<file path="src/rtl/vga_timing_if.sv">
`default_nettype none
// ============================================================================
//  Module      : vga_timing_if
//  Description : Bundle between the raster timing generator and its consumers
//                (VRAM read address logic, pixel output stage).
//                pix_en comes from the clock-enable logic; everything else is
//                produced by vga_timing_gen.
//  Signals     :
//    pix_en       1   pixel tick; the raster position advances only when high
//    HSYNC        1   horizontal sync (polarity set by HS_POL of the generator)
//    VSYNC        1   vertical sync (polarity set by VS_POL of the generator)
//    Active       1   current position lies in the visible window
//    col          HW  horizontal position h
//    row          VW  vertical position v
//    line_start   1   one-clk pulse after the tick that makes h = 0
//    frame_start  1   one-clk pulse after the tick that makes (h,v) = (0,0)
//    vblank       1   v is in the vertical blanking region
//    pre_active   1   Active of the look-ahead position
//    pre_col      HW  col of the look-ahead position
//    pre_row      VW  row of the look-ahead position
//  Modports    : master = timing generator, slave = consumer
//  Revision    : 1.0  initial release
// ============================================================================
interface vga_timing_if #(
  parameter int HW = 10,
  parameter int VW = 10
);

  logic          pix_en;
  logic          HSYNC;
  logic          VSYNC;
  logic          Active;
  logic [HW-1:0] col;
  logic [VW-1:0] row;
  logic          line_start;
  logic          frame_start;
  logic          vblank;
  logic          pre_active;
  logic [HW-1:0] pre_col;
  logic [VW-1:0] pre_row;

  modport master (
    input  pix_en,
    output HSYNC,
    output VSYNC,
    output Active,
    output col,
    output row,
    output line_start,
    output frame_start,
    output vblank,
    output pre_active,
    output pre_col,
    output pre_row
  );

  modport slave (
    input  pix_en,
    input  HSYNC,
    input  VSYNC,
    input  Active,
    input  col,
    input  row,
    input  line_start,
    input  frame_start,
    input  vblank,
    input  pre_active,
    input  pre_col,
    input  pre_row
  );

endinterface : vga_timing_if
`default_nettype wire

</file>
<file path="src/rtl/vga_timing_gen.sv">
`default_nettype none
// ============================================================================
//  Module      : vga_timing_gen
//  Description : Parametrised raster timing generator. Keeps a (h,v) position
//                that advances on pix_en ticks and decodes it into sync,
//                visible-window and start-of-line/frame strobes. All outputs
//                are registered and describe the position reached by the most
//                recent tick.
//  Ports       :
//    clk      in   system clock
//    rst      in   synchronous reset, active-high
//    vga_bus  --   vga_timing_if.master (pix_en in; sync/position/strobes out)
//  Build option:
//    VGA_PREFETCH_EN  defined   -> a second position counter runs PREFETCH
//                                  ticks ahead and drives pre_active/pre_col/
//                                  pre_row (address for a PREFETCH-cycle VRAM)
//                     undefined -> pre_* mirror Active/col/row
//  Revision    : 1.0  initial release
// ============================================================================
module vga_timing_gen #(
  parameter int H_ACTIVE = 640,
  parameter int H_FP     = 16,
  parameter int H_SYNC   = 96,
  parameter int H_BP     = 48,
  parameter int V_ACTIVE = 480,
  parameter int V_FP     = 10,
  parameter int V_SYNC   = 2,
  parameter int V_BP     = 33,
  parameter bit HS_POL   = 1'b0,
  parameter bit VS_POL   = 1'b0,
  parameter int HW       = 10,
  parameter int VW       = 10,
  parameter int PREFETCH = 2
) (
  input  logic         clk,
  input  logic         rst,
  vga_timing_if.master vga_bus
);

  // --------------------------------------------------------------------------
  // Timing constants. Every boundary is expressed as an inclusive "last"
  // value so that it always fits in HW/VW bits, even when H_TOTAL itself
  // would not.
  // --------------------------------------------------------------------------
  localparam int c_H_TOTAL = H_ACTIVE + H_FP + H_SYNC + H_BP;
  localparam int c_V_TOTAL = V_ACTIVE + V_FP + V_SYNC + V_BP;

  localparam logic [HW-1:0] c_H_LAST     = HW'(c_H_TOTAL - 1);
  localparam logic [HW-1:0] c_H_ACT_LAST = HW'(H_ACTIVE - 1);
  localparam logic [HW-1:0] c_HS_FIRST   = HW'(H_ACTIVE + H_FP);
  localparam logic [HW-1:0] c_HS_LAST    = HW'(H_ACTIVE + H_FP + H_SYNC - 1);

  localparam logic [VW-1:0] c_V_LAST     = VW'(c_V_TOTAL - 1);
  localparam logic [VW-1:0] c_V_ACT_LAST = VW'(V_ACTIVE - 1);
  localparam logic [VW-1:0] c_VS_FIRST   = VW'(V_ACTIVE + V_FP);
  localparam logic [VW-1:0] c_VS_LAST    = VW'(V_ACTIVE + V_FP + V_SYNC - 1);

  // --------------------------------------------------------------------------
  // Position arithmetic and decode, shared by the main and look-ahead
  // counters so both follow exactly the same wrap rules.
  // --------------------------------------------------------------------------
  function automatic logic [HW-1:0] f_h_next(input logic [HW-1:0] h);
    if (h == c_H_LAST) begin
      f_h_next = '0;
    end else begin
      f_h_next = h + 1'b1;
    end
  endfunction

  // v only moves on the tick that wraps h
  function automatic logic [VW-1:0] f_v_next(input logic [HW-1:0] h,
                                             input logic [VW-1:0] v);
    if (h != c_H_LAST) begin
      f_v_next = v;
    end else if (v == c_V_LAST) begin
      f_v_next = '0;
    end else begin
      f_v_next = v + 1'b1;
    end
  endfunction

  function automatic logic f_hsync(input logic [HW-1:0] h);
    if ((h >= c_HS_FIRST) && (h <= c_HS_LAST)) begin
      f_hsync = HS_POL;
    end else begin
      f_hsync = ~HS_POL;
    end
  endfunction

  function automatic logic f_vsync(input logic [VW-1:0] v);
    if ((v >= c_VS_FIRST) && (v <= c_VS_LAST)) begin
      f_vsync = VS_POL;
    end else begin
      f_vsync = ~VS_POL;
    end
  endfunction

  function automatic logic f_active(input logic [HW-1:0] h,
                                    input logic [VW-1:0] v);
    f_active = (h <= c_H_ACT_LAST) && (v <= c_V_ACT_LAST);
  endfunction

  // --------------------------------------------------------------------------
  // Legal look-ahead is 1..H_ACTIVE-1. This guard has no hardware; an
  // out-of-range setting shows up as g_prefetch_out_of_range in the
  // elaborated hierarchy.
  // --------------------------------------------------------------------------
  if ((PREFETCH < 1) || (PREFETCH >= H_ACTIVE)) begin : g_prefetch_out_of_range
  end

  // --------------------------------------------------------------------------
  // Main position counter and registered outputs
  // --------------------------------------------------------------------------
  logic [HW-1:0] r_h;
  logic [VW-1:0] r_v;
  logic          r_hsync;
  logic          r_vsync;
  logic          r_active;
  logic          r_vblank;
  logic          r_line_start;
  logic          r_frame_start;

  logic [HW-1:0] w_h_nxt;
  logic [VW-1:0] w_v_nxt;
  logic          w_h_zero;
  logic          w_v_zero;

  always_comb begin
    w_h_nxt  = f_h_next(r_h);
    w_v_nxt  = f_v_next(r_h, r_v);
    w_h_zero = (r_h == c_H_LAST);
    w_v_zero = (r_v == c_V_LAST);
  end

  // Reset parks the position on the last pixel of the frame so the first
  // tick lands on (0,0) and raises frame_start.
  always_ff @(posedge clk) begin
    if (rst) begin
      r_h           <= c_H_LAST;
      r_v           <= c_V_LAST;
      r_hsync       <= ~HS_POL;
      r_vsync       <= ~VS_POL;
      r_active      <= 1'b0;
      r_vblank      <= 1'b1;
      r_line_start  <= 1'b0;
      r_frame_start <= 1'b0;
    end else if (vga_bus.pix_en) begin
      r_h           <= w_h_nxt;
      r_v           <= w_v_nxt;
      r_hsync       <= f_hsync(w_h_nxt);
      // w_v_nxt differs from r_v only when h wraps, so VSYNC can only
      // change together with h becoming 0.
      r_vsync       <= f_vsync(w_v_nxt);
      r_active      <= f_active(w_h_nxt, w_v_nxt);
      r_vblank      <= (w_v_nxt > c_V_ACT_LAST);
      r_line_start  <= w_h_zero;
      r_frame_start <= w_h_zero && w_v_zero;
    end else begin
      // Levels hold between ticks; the strobes are single-clk wide.
      r_line_start  <= 1'b0;
      r_frame_start <= 1'b0;
    end
  end

  assign vga_bus.HSYNC       = r_hsync;
  assign vga_bus.VSYNC       = r_vsync;
  assign vga_bus.Active      = r_active;
  assign vga_bus.col         = r_h;
  assign vga_bus.row         = r_v;
  assign vga_bus.line_start  = r_line_start;
  assign vga_bus.frame_start = r_frame_start;
  assign vga_bus.vblank      = r_vblank;

`ifdef VGA_PREFETCH_EN
  // --------------------------------------------------------------------------
  // Look-ahead counter: always PREFETCH ticks ahead of (r_h,r_v). From the
  // parked reset position that is PREFETCH-1 ticks past (0,0); since
  // PREFETCH < H_ACTIVE this never crosses a line.
  // --------------------------------------------------------------------------
  localparam logic [HW-1:0] c_PH_RST = HW'(PREFETCH - 1);
  localparam logic [VW-1:0] c_PV_RST = '0;

  logic [HW-1:0] r_ph;
  logic [VW-1:0] r_pv;
  logic          r_pre_active;

  logic [HW-1:0] w_ph_nxt;
  logic [VW-1:0] w_pv_nxt;

  always_comb begin
    w_ph_nxt = f_h_next(r_ph);
    w_pv_nxt = f_v_next(r_ph, r_pv);
  end

  always_ff @(posedge clk) begin
    if (rst) begin
      r_ph         <= c_PH_RST;
      r_pv         <= c_PV_RST;
      r_pre_active <= f_active(c_PH_RST, c_PV_RST);
    end else if (vga_bus.pix_en) begin
      r_ph         <= w_ph_nxt;
      r_pv         <= w_pv_nxt;
      r_pre_active <= f_active(w_ph_nxt, w_pv_nxt);
    end
  end

  assign vga_bus.pre_active = r_pre_active;
  assign vga_bus.pre_col    = r_ph;
  assign vga_bus.pre_row    = r_pv;
`else
  // Zero look-ahead: consumers see the current position.
  assign vga_bus.pre_active = r_active;
  assign vga_bus.pre_col    = r_h;
  assign vga_bus.pre_row    = r_v;
`endif

endmodule : vga_timing_gen
`default_nettype wire
</file>
<file path="src/flat_wrapper.sv">
// flat-port wrapper written by rule: the top's interface ports become plain ports
module vga_timing_gen_flat 
#(
  parameter int H_ACTIVE = 640,
  parameter int H_FP     = 16,
  parameter int H_SYNC   = 96,
  parameter int H_BP     = 48,
  parameter int V_ACTIVE = 480,
  parameter int V_FP     = 10,
  parameter int V_SYNC   = 2,
  parameter int V_BP     = 33,
  parameter bit HS_POL   = 1'b0,
  parameter bit VS_POL   = 1'b0,
  parameter int HW       = 10,
  parameter int VW       = 10,
  parameter int PREFETCH = 2
)
  (clk, rst, vga_bus_pix_en, vga_bus_HSYNC, vga_bus_VSYNC, vga_bus_Active, vga_bus_col, vga_bus_row, vga_bus_line_start, vga_bus_frame_start, vga_bus_vblank, vga_bus_pre_active, vga_bus_pre_col, vga_bus_pre_row);
  vga_timing_if #(.HW(HW), .VW(VW)) vga_bus_i ();
  input  logic clk;
  input  logic rst;
  input wire logic [$bits(vga_bus_i.pix_en)-1:0] vga_bus_pix_en;
  output wire logic [$bits(vga_bus_i.HSYNC)-1:0] vga_bus_HSYNC;
  output wire logic [$bits(vga_bus_i.VSYNC)-1:0] vga_bus_VSYNC;
  output wire logic [$bits(vga_bus_i.Active)-1:0] vga_bus_Active;
  output wire logic [$bits(vga_bus_i.col)-1:0] vga_bus_col;
  output wire logic [$bits(vga_bus_i.row)-1:0] vga_bus_row;
  output wire logic [$bits(vga_bus_i.line_start)-1:0] vga_bus_line_start;
  output wire logic [$bits(vga_bus_i.frame_start)-1:0] vga_bus_frame_start;
  output wire logic [$bits(vga_bus_i.vblank)-1:0] vga_bus_vblank;
  output wire logic [$bits(vga_bus_i.pre_active)-1:0] vga_bus_pre_active;
  output wire logic [$bits(vga_bus_i.pre_col)-1:0] vga_bus_pre_col;
  output wire logic [$bits(vga_bus_i.pre_row)-1:0] vga_bus_pre_row;
  assign vga_bus_i.pix_en = vga_bus_pix_en;
  assign vga_bus_HSYNC = vga_bus_i.HSYNC;
  assign vga_bus_VSYNC = vga_bus_i.VSYNC;
  assign vga_bus_Active = vga_bus_i.Active;
  assign vga_bus_col = vga_bus_i.col;
  assign vga_bus_row = vga_bus_i.row;
  assign vga_bus_line_start = vga_bus_i.line_start;
  assign vga_bus_frame_start = vga_bus_i.frame_start;
  assign vga_bus_vblank = vga_bus_i.vblank;
  assign vga_bus_pre_active = vga_bus_i.pre_active;
  assign vga_bus_pre_col = vga_bus_i.pre_col;
  assign vga_bus_pre_row = vga_bus_i.pre_row;
  vga_timing_gen #(.H_ACTIVE(H_ACTIVE), .H_FP(H_FP), .H_SYNC(H_SYNC), .H_BP(H_BP), .V_ACTIVE(V_ACTIVE), .V_FP(V_FP), .V_SYNC(V_SYNC), .V_BP(V_BP), .HS_POL(HS_POL), .VS_POL(VS_POL), .HW(HW), .VW(VW), .PREFETCH(PREFETCH)) u_core (.clk(clk), .rst(rst), .vga_bus(vga_bus_i));
endmodule
</file>
<file path="config.mk">
export PLATFORM = sky130hd
export DESIGN_NAME = vga_timing_gen_flat
export DESIGN_NICKNAME = d
export VERILOG_FILES = /design/src/rtl/vga_timing_if.sv /design/src/rtl/vga_timing_gen.sv /design/src/flat_wrapper.sv
export SDC_FILE = /design/constraint.sdc
export NUM_CORES = 1
export LEC_CHECK = 0
export CAP_MARGIN = 15
export CORE_UTILIZATION = 45
export CTS_BUF_LIST = sky130_fd_sc_hd__clkbuf_8
export DETAILED_ROUTE_END_ITERATION = 12
export PLACE_DENSITY = 0.78
export SLEW_MARGIN = 20
export SYNTH_ARGS = -nofsm -noshare
export SYNTH_HDL_FRONTEND = slang
export SYNTH_SLANG_ARGS = --single-unit
</file>
<file path="constraint.sdc">
create_clock -name clk -period 2.4 [get_ports clk]
set_input_delay 0.36 -clock clk [delete_from_list [all_inputs] [get_ports clk]]
set_output_delay 0.36 -clock clk [all_outputs]
set_load 0.03 [all_outputs]
</file>
== After elaboration in Yosys (flattened, before gate mapping) ==
Cells that the tools add are included.

* Bits in registers: 26
* Input port bits: 3
* Output and inout port bits: 47
* Logic and storage cells: 31

* Multiplexer cells: 5
* Reduce and logical (&&, ||, !) cells: 5
* Bitwise logic cells: 1
* Magnitude comparators: 7
* Equality and inequality tests: 3
* $add $sub $neg: 2

{| class="wikitable"
|+ Operator list
! cell !! number
|-
| $mux 10 || 3
|-
| $add 10x1->10 const B || 2
|-
| $eq 10x10->1 const B || 2
|-
| $le 10x10->1 const B || 2
|-
| $le 10x9->1 const B || 2
|-
| $ge 10x10->1 const B || 1
|-
| $ge 10x9->1 const B || 1
|-
| $gt 10x9->1 const B || 1
|-
| $ne 10x10->1 const B || 1
|-
| $logic_and 1x1->1 || 4
|-
| $mux 1 || 2
|-
| $reduce_or 2->1 || 1
|-
| $not 1->1 || 1
|}

== Longest topological paths before layout ==
Gate-level depths: netlist of the first run.

* Depth in word-level cells: 6
* Depth in mapped cells: 8
* Depth with buffers taken out: 7

== Least setup slack after synthesis of the first run ==
Ideal clock, no wire load.

* Path kind: register to register
* Start: register u_core.r_h[0] (netlist: u_core.vga_bus.col[0])
* End: register u_core.r_vsync (netlist: u_core.vga_bus.VSYNC)
* Library setup time: 0.127 ns
* Period minus slack after synthesis: 2.194 ns
* Stages on the path, launching flop included: 7
* Required time: 2.273 ns
* Path buffers: 0
* Path slack: 0.206 ns
* Arrival time: 2.067 ns
* Cells stage by stage: dfxtp_1 ha_1 nand4_2 nor4_1 mux2_2 a211oi_1 a31oi_1

* Cells in the longest elaborated chain, start to end: 5
* Elaborated cells between the ends (all ways): 6
* Those cells by class: order compare (2); eq/ne (1); mux (2); reduce/logical (1)

{| class="wikitable"
|+ Ends and longest elaborated chain
! item !! RTL line !! RTL
|-
| from (decl) || vga_timing_gen.sv:114 || <nowiki>logic [HW-1:0] r_h;</nowiki>
|-
| from (signal assigned) || vga_timing_gen.sv:139 || <nowiki>r_h <= c_H_LAST;</nowiki>
|-
| from (signal assigned) || vga_timing_gen.sv:148 || <nowiki>r_h <= w_h_nxt;</nowiki>
|-
| $ne 10x10->1 * || vga_timing_gen.sv:73 || <nowiki>if (h != c_H_LAST) begin</nowiki>
|-
| $mux 10 * || vga_timing_gen.sv:73 ||
|-
| $ge 10x9->1 or $le 10x9->1 (tied branches) || vga_timing_gen.sv:91 || <nowiki>if ((v >= c_VS_FIRST) && (v <= c_VS_LAST)) begin</nowiki>
|-
| $logic_and 1x1->1 * || vga_timing_gen.sv:91 ||
|-
| $mux 1 * || vga_timing_gen.sv:91 ||
|-
| to (signal assigned) || vga_timing_gen.sv:142 || <nowiki>r_vsync <= ~VS_POL;</nowiki>
|-
| to (signal assigned) || vga_timing_gen.sv:153 || <nowiki>r_vsync <= f_vsync(w_v_nxt);</nowiki>
|-
| to (decl) || vga_timing_gen.sv:117 || <nowiki>logic r_vsync;</nowiki>
|}

Mark *: on every way between the ends. The rest lies on a longest branch, timed or not.
A chain may end at the register's enable or synchronous reset.

== Worst setup path after layout of the first run ==
* Start: register u_core.r_h[1] (netlist: u_core.vga_bus.col[1])
* End: register u_core.r_vsync (netlist: u_core.vga_bus.VSYNC)

Same word-level chain as after synthesis.

==> impl_results.md, run 1 <==
- N_diodes: 0
- Placed insts: a little over 300
- CP Class: flop to flop
- NetSw: approximately 0.51 mW
- Drt initial violations: 101
- Syn avg cell area: just under 8 µm²
- Top cell type's share of synthesized area: around 28%
- Area leader, netlist: dfxtp_1
- PwrDens: 587 nW/µm²
- Fin cells: a little over 300
- Pin count of the biggest net entering global routing: 26
- Power Internal: approximately 0.83 mW
- Antenna viol nets, final: 0
- Shortest period the worst path allows: 2.21 ns
- FMAX: about 450 MHz
- CP Launch Type: flop
- Post-cts resize count: 0
- Clk_skew: between 0.003 and 0.004 ns
- Final count of hold timing violations: 0
- Post-CTS setup repair buffer count: 0
- Mapped Area: between 1500 and 2000 µm²
- Vias: ~1800
- Power share of the sequential group: about two fifths
- Clock Path Buffers: 2
- CP endpoint kind: flop
- Critical path fanouts, max: 7
- Combinational power share: 40.6%
- Rel. slew slack: 66.2%
- Core Region: ~3800 µm²
- Top-count cell post-synth: dfxtp_1
- YS warnings: 0
- Share of cells above drive strength 1: roughly 8.5%
- Final wirelength: 4.54 mm
- GR Overflow Total: 0
- PortBufs: 49
- Syn_nets: between 200 and 250
- Cells after synthesis: 232
- Clock Tree Root: clkbuf_8
- Sequential area share after synthesis: roughly 28%
- Setup TNS: 0 ns
- Unrepaired setup endpoints after global routing: no
- Slew @ Worst Pin: approximately 0.50 ns
- Fin Hold WS: around 0.53 ns
- Top cells by instance count after synthesis: dfxtp_1 (26), buf_4 (21), nand2_1 (19)
- Net Sw Frac: 38.1%
- Nets: 266
- Worst EP required: 2.55 ns
- Vias in the first global route: approximately 1500
- Max rail drop VDD: 0.297 mV
- Global-route wire length before repair: 7.33 mm
- GRT Resource Usage Total: between 20% and 30%
- Hold_buf cts: 0
- Clock power share: between 20% and 30%
- Final worst path period share: 92.1%
- Final setup vio count: 0
- Max-cap violations: 0
- Top area cells in the synthesized netlist: dfxtp_1 (28%), buf_4 (8.6%), nand2_1 (3.9%)
- Crit path DAT: around 2.4 ns
- Leak: between 0.8 and 0.9 nW
- Vias per cell: ~5.9
- Area grow syn2layout: 25.0%
- Pwr Total: between 1 and 1.5 mW
- Fraction of registers with async set/reset: 0%
- DRC violations left: 0
- Synth cell types: 55
- Initial antenna violation count: 0
- Area of the multi-input gates: between 1000 and 1500 µm²
- Post-synth EDFFs: 0
- DIE AREA: around 4300 µm²
- Total iterations of the first detailed-routing run: 4
- Final core occ: 60.6%
- Tightest Hold Check Type: flop to flop
- IO Pins: 50
- Skew-Pair Late Insertion Delay: 0.27 ns
- Wirelength per Cell: approximately 15 µm
- Slew Viols, Final: 0
- Reg area: approximately 520 µm²
- CTS buffer count: 3
- Clock slew at reported path FFs: around 0.09 ns
- Row count: 22
- H-Tree Depth: 1
- HPWL Detailed: around 3.2 mm
- CTS tree: built
- Most common flop cell mapped by yosys: dfxtp_1
- Status: finished clean
- FF+latch count, synth: 26
- Die Ht: around 66 µm
- # clock sinks: 26
- Final RePlAce weighted congestion: around 0.86
- # fillers: about 330
- DIE WIDTH: 65.8 µm
- Initial core utilization: 48.5%
[power groups by stage]
stage / Clock (mW) / Sequential [mW] / Combinational (mW)
global placement: 0 / 0.520 / 0.532
finish: 0.285 / 0.513 / 0.545
CTS: 0.295 / 0.512 / 0.539
floorplan: 0 / 0.565 / 0.342
detailed placement: 0 / 0.522 / 0.534
global route: 0.315 / 0.519 / 0.584
[layer usage]
layer / wire length [µm] / GRT usage (%) / up-vias
met5: 0 / 0 / -
met4: 102 / 7.88 / 0
met3: 367 / 3.82 / 11
met2: 1940 / 31.3 / 93
met1: 2130 / 31.5 / 800
li1: - / - / 890
[stage by stage]
stage / cell area [µm²] / worst slack [ns]
floorplan: 1830 / 0.206
global placement: 2220 / 0.312
detailed placement: 2220 / 0.222
CTS: 2280 / 0.183
global route: 2290 / 0.0490
finish: 2290 / 0.190
[cell families (layout without fill, tap and decap cells)]
kind of cell             Yosys count  count (layout)  synth area share [%]
adder cells (fa/ha/maj)            4               4                  2.74
XOR/XNOR                          10              10                  4.79
AO/OA/AOI/OAI                     50              50                  19.2
flip-flops                        26              26                  28.5
AND/OR/NAND/NOR                   99              99                  30.8
buffers and inverters             42              68                  13.4
multiplexers                       1               1                 0.616
[critical path, stage by stage, from the launching register on]
cell      delay, ns
dfxtp_1        0.43
ha_1           0.29
and4_1         0.35
nand3_1        0.27
or3_1          0.39
a211oi_1       0.24
a31oi_1        0.11
[worst paths after layout]
check	startpoint	end	slack, ns	cells after the start
max	u_core.vga_bus.col[1]	u_core.vga_bus.VSYNC	0.19	6
min	u_core.vga_bus.pre_row[0]	u_core.vga_bus.pre_row[0]	0.53	2
max reg2reg	u_core.vga_bus.col[1]	u_core.vga_bus.VSYNC	0.19	6
min reg2reg	u_core.vga_bus.pre_row[0]	u_core.vga_bus.pre_row[0]	0.53	2
[flip-flops by register name, indices dropped and copies added, names as in the netlist]
name                        count
u_core.vga_bus.Active           1
u_core.vga_bus.HSYNC            1
u_core.vga_bus.VSYNC            1
u_core.vga_bus.col             10
u_core.vga_bus.frame_start      1
u_core.vga_bus.line_start       1
u_core.vga_bus.pre_row         10
u_core.vga_bus.vblank           1
[final cells by class]
cell class	instances	area share [%]
clock buffer	4	2.41
inverter	6	0.985
multi-input combinational	164	46.8
sequential	26	22.8
tap	48	2.63
timing repair buffer	58	24.4
[placed cells by master, fill, tap and decap left out, types with 6 or more instances in the layout]
cell type / instances
a21oi_1: 8
a31oi_1: 6
and3_1: 7
buf_4: 9
clkdlybuf4s50_1: 49
dfxtp_1: 26
inv_1: 6
nand2_1: 19
nand3_1: 10
nand4_1: 8
nor2_1: 18
nor3_1: 8
o21ai_0: 9
xnor2_1: 6
(Power assumes the default switching activity.)
==> run 2, diff against run 1 <==
--- a/config.mk
+++ b/config.mk
@@ -9,6 +9,7 @@
 export CORE_UTILIZATION = 45
 export CTS_BUF_LIST = sky130_fd_sc_hd__clkbuf_8
 export DETAILED_ROUTE_END_ITERATION = 12
+export GPL_ROUTABILITY_DRIVEN = 0
 export PLACE_DENSITY = 0.78
 export SLEW_MARGIN = 20
 export SYNTH_ARGS = -nofsm -noshare
==> results of run 2 <==
The final DEF is identical to that of run 1; final timing and power are the same.
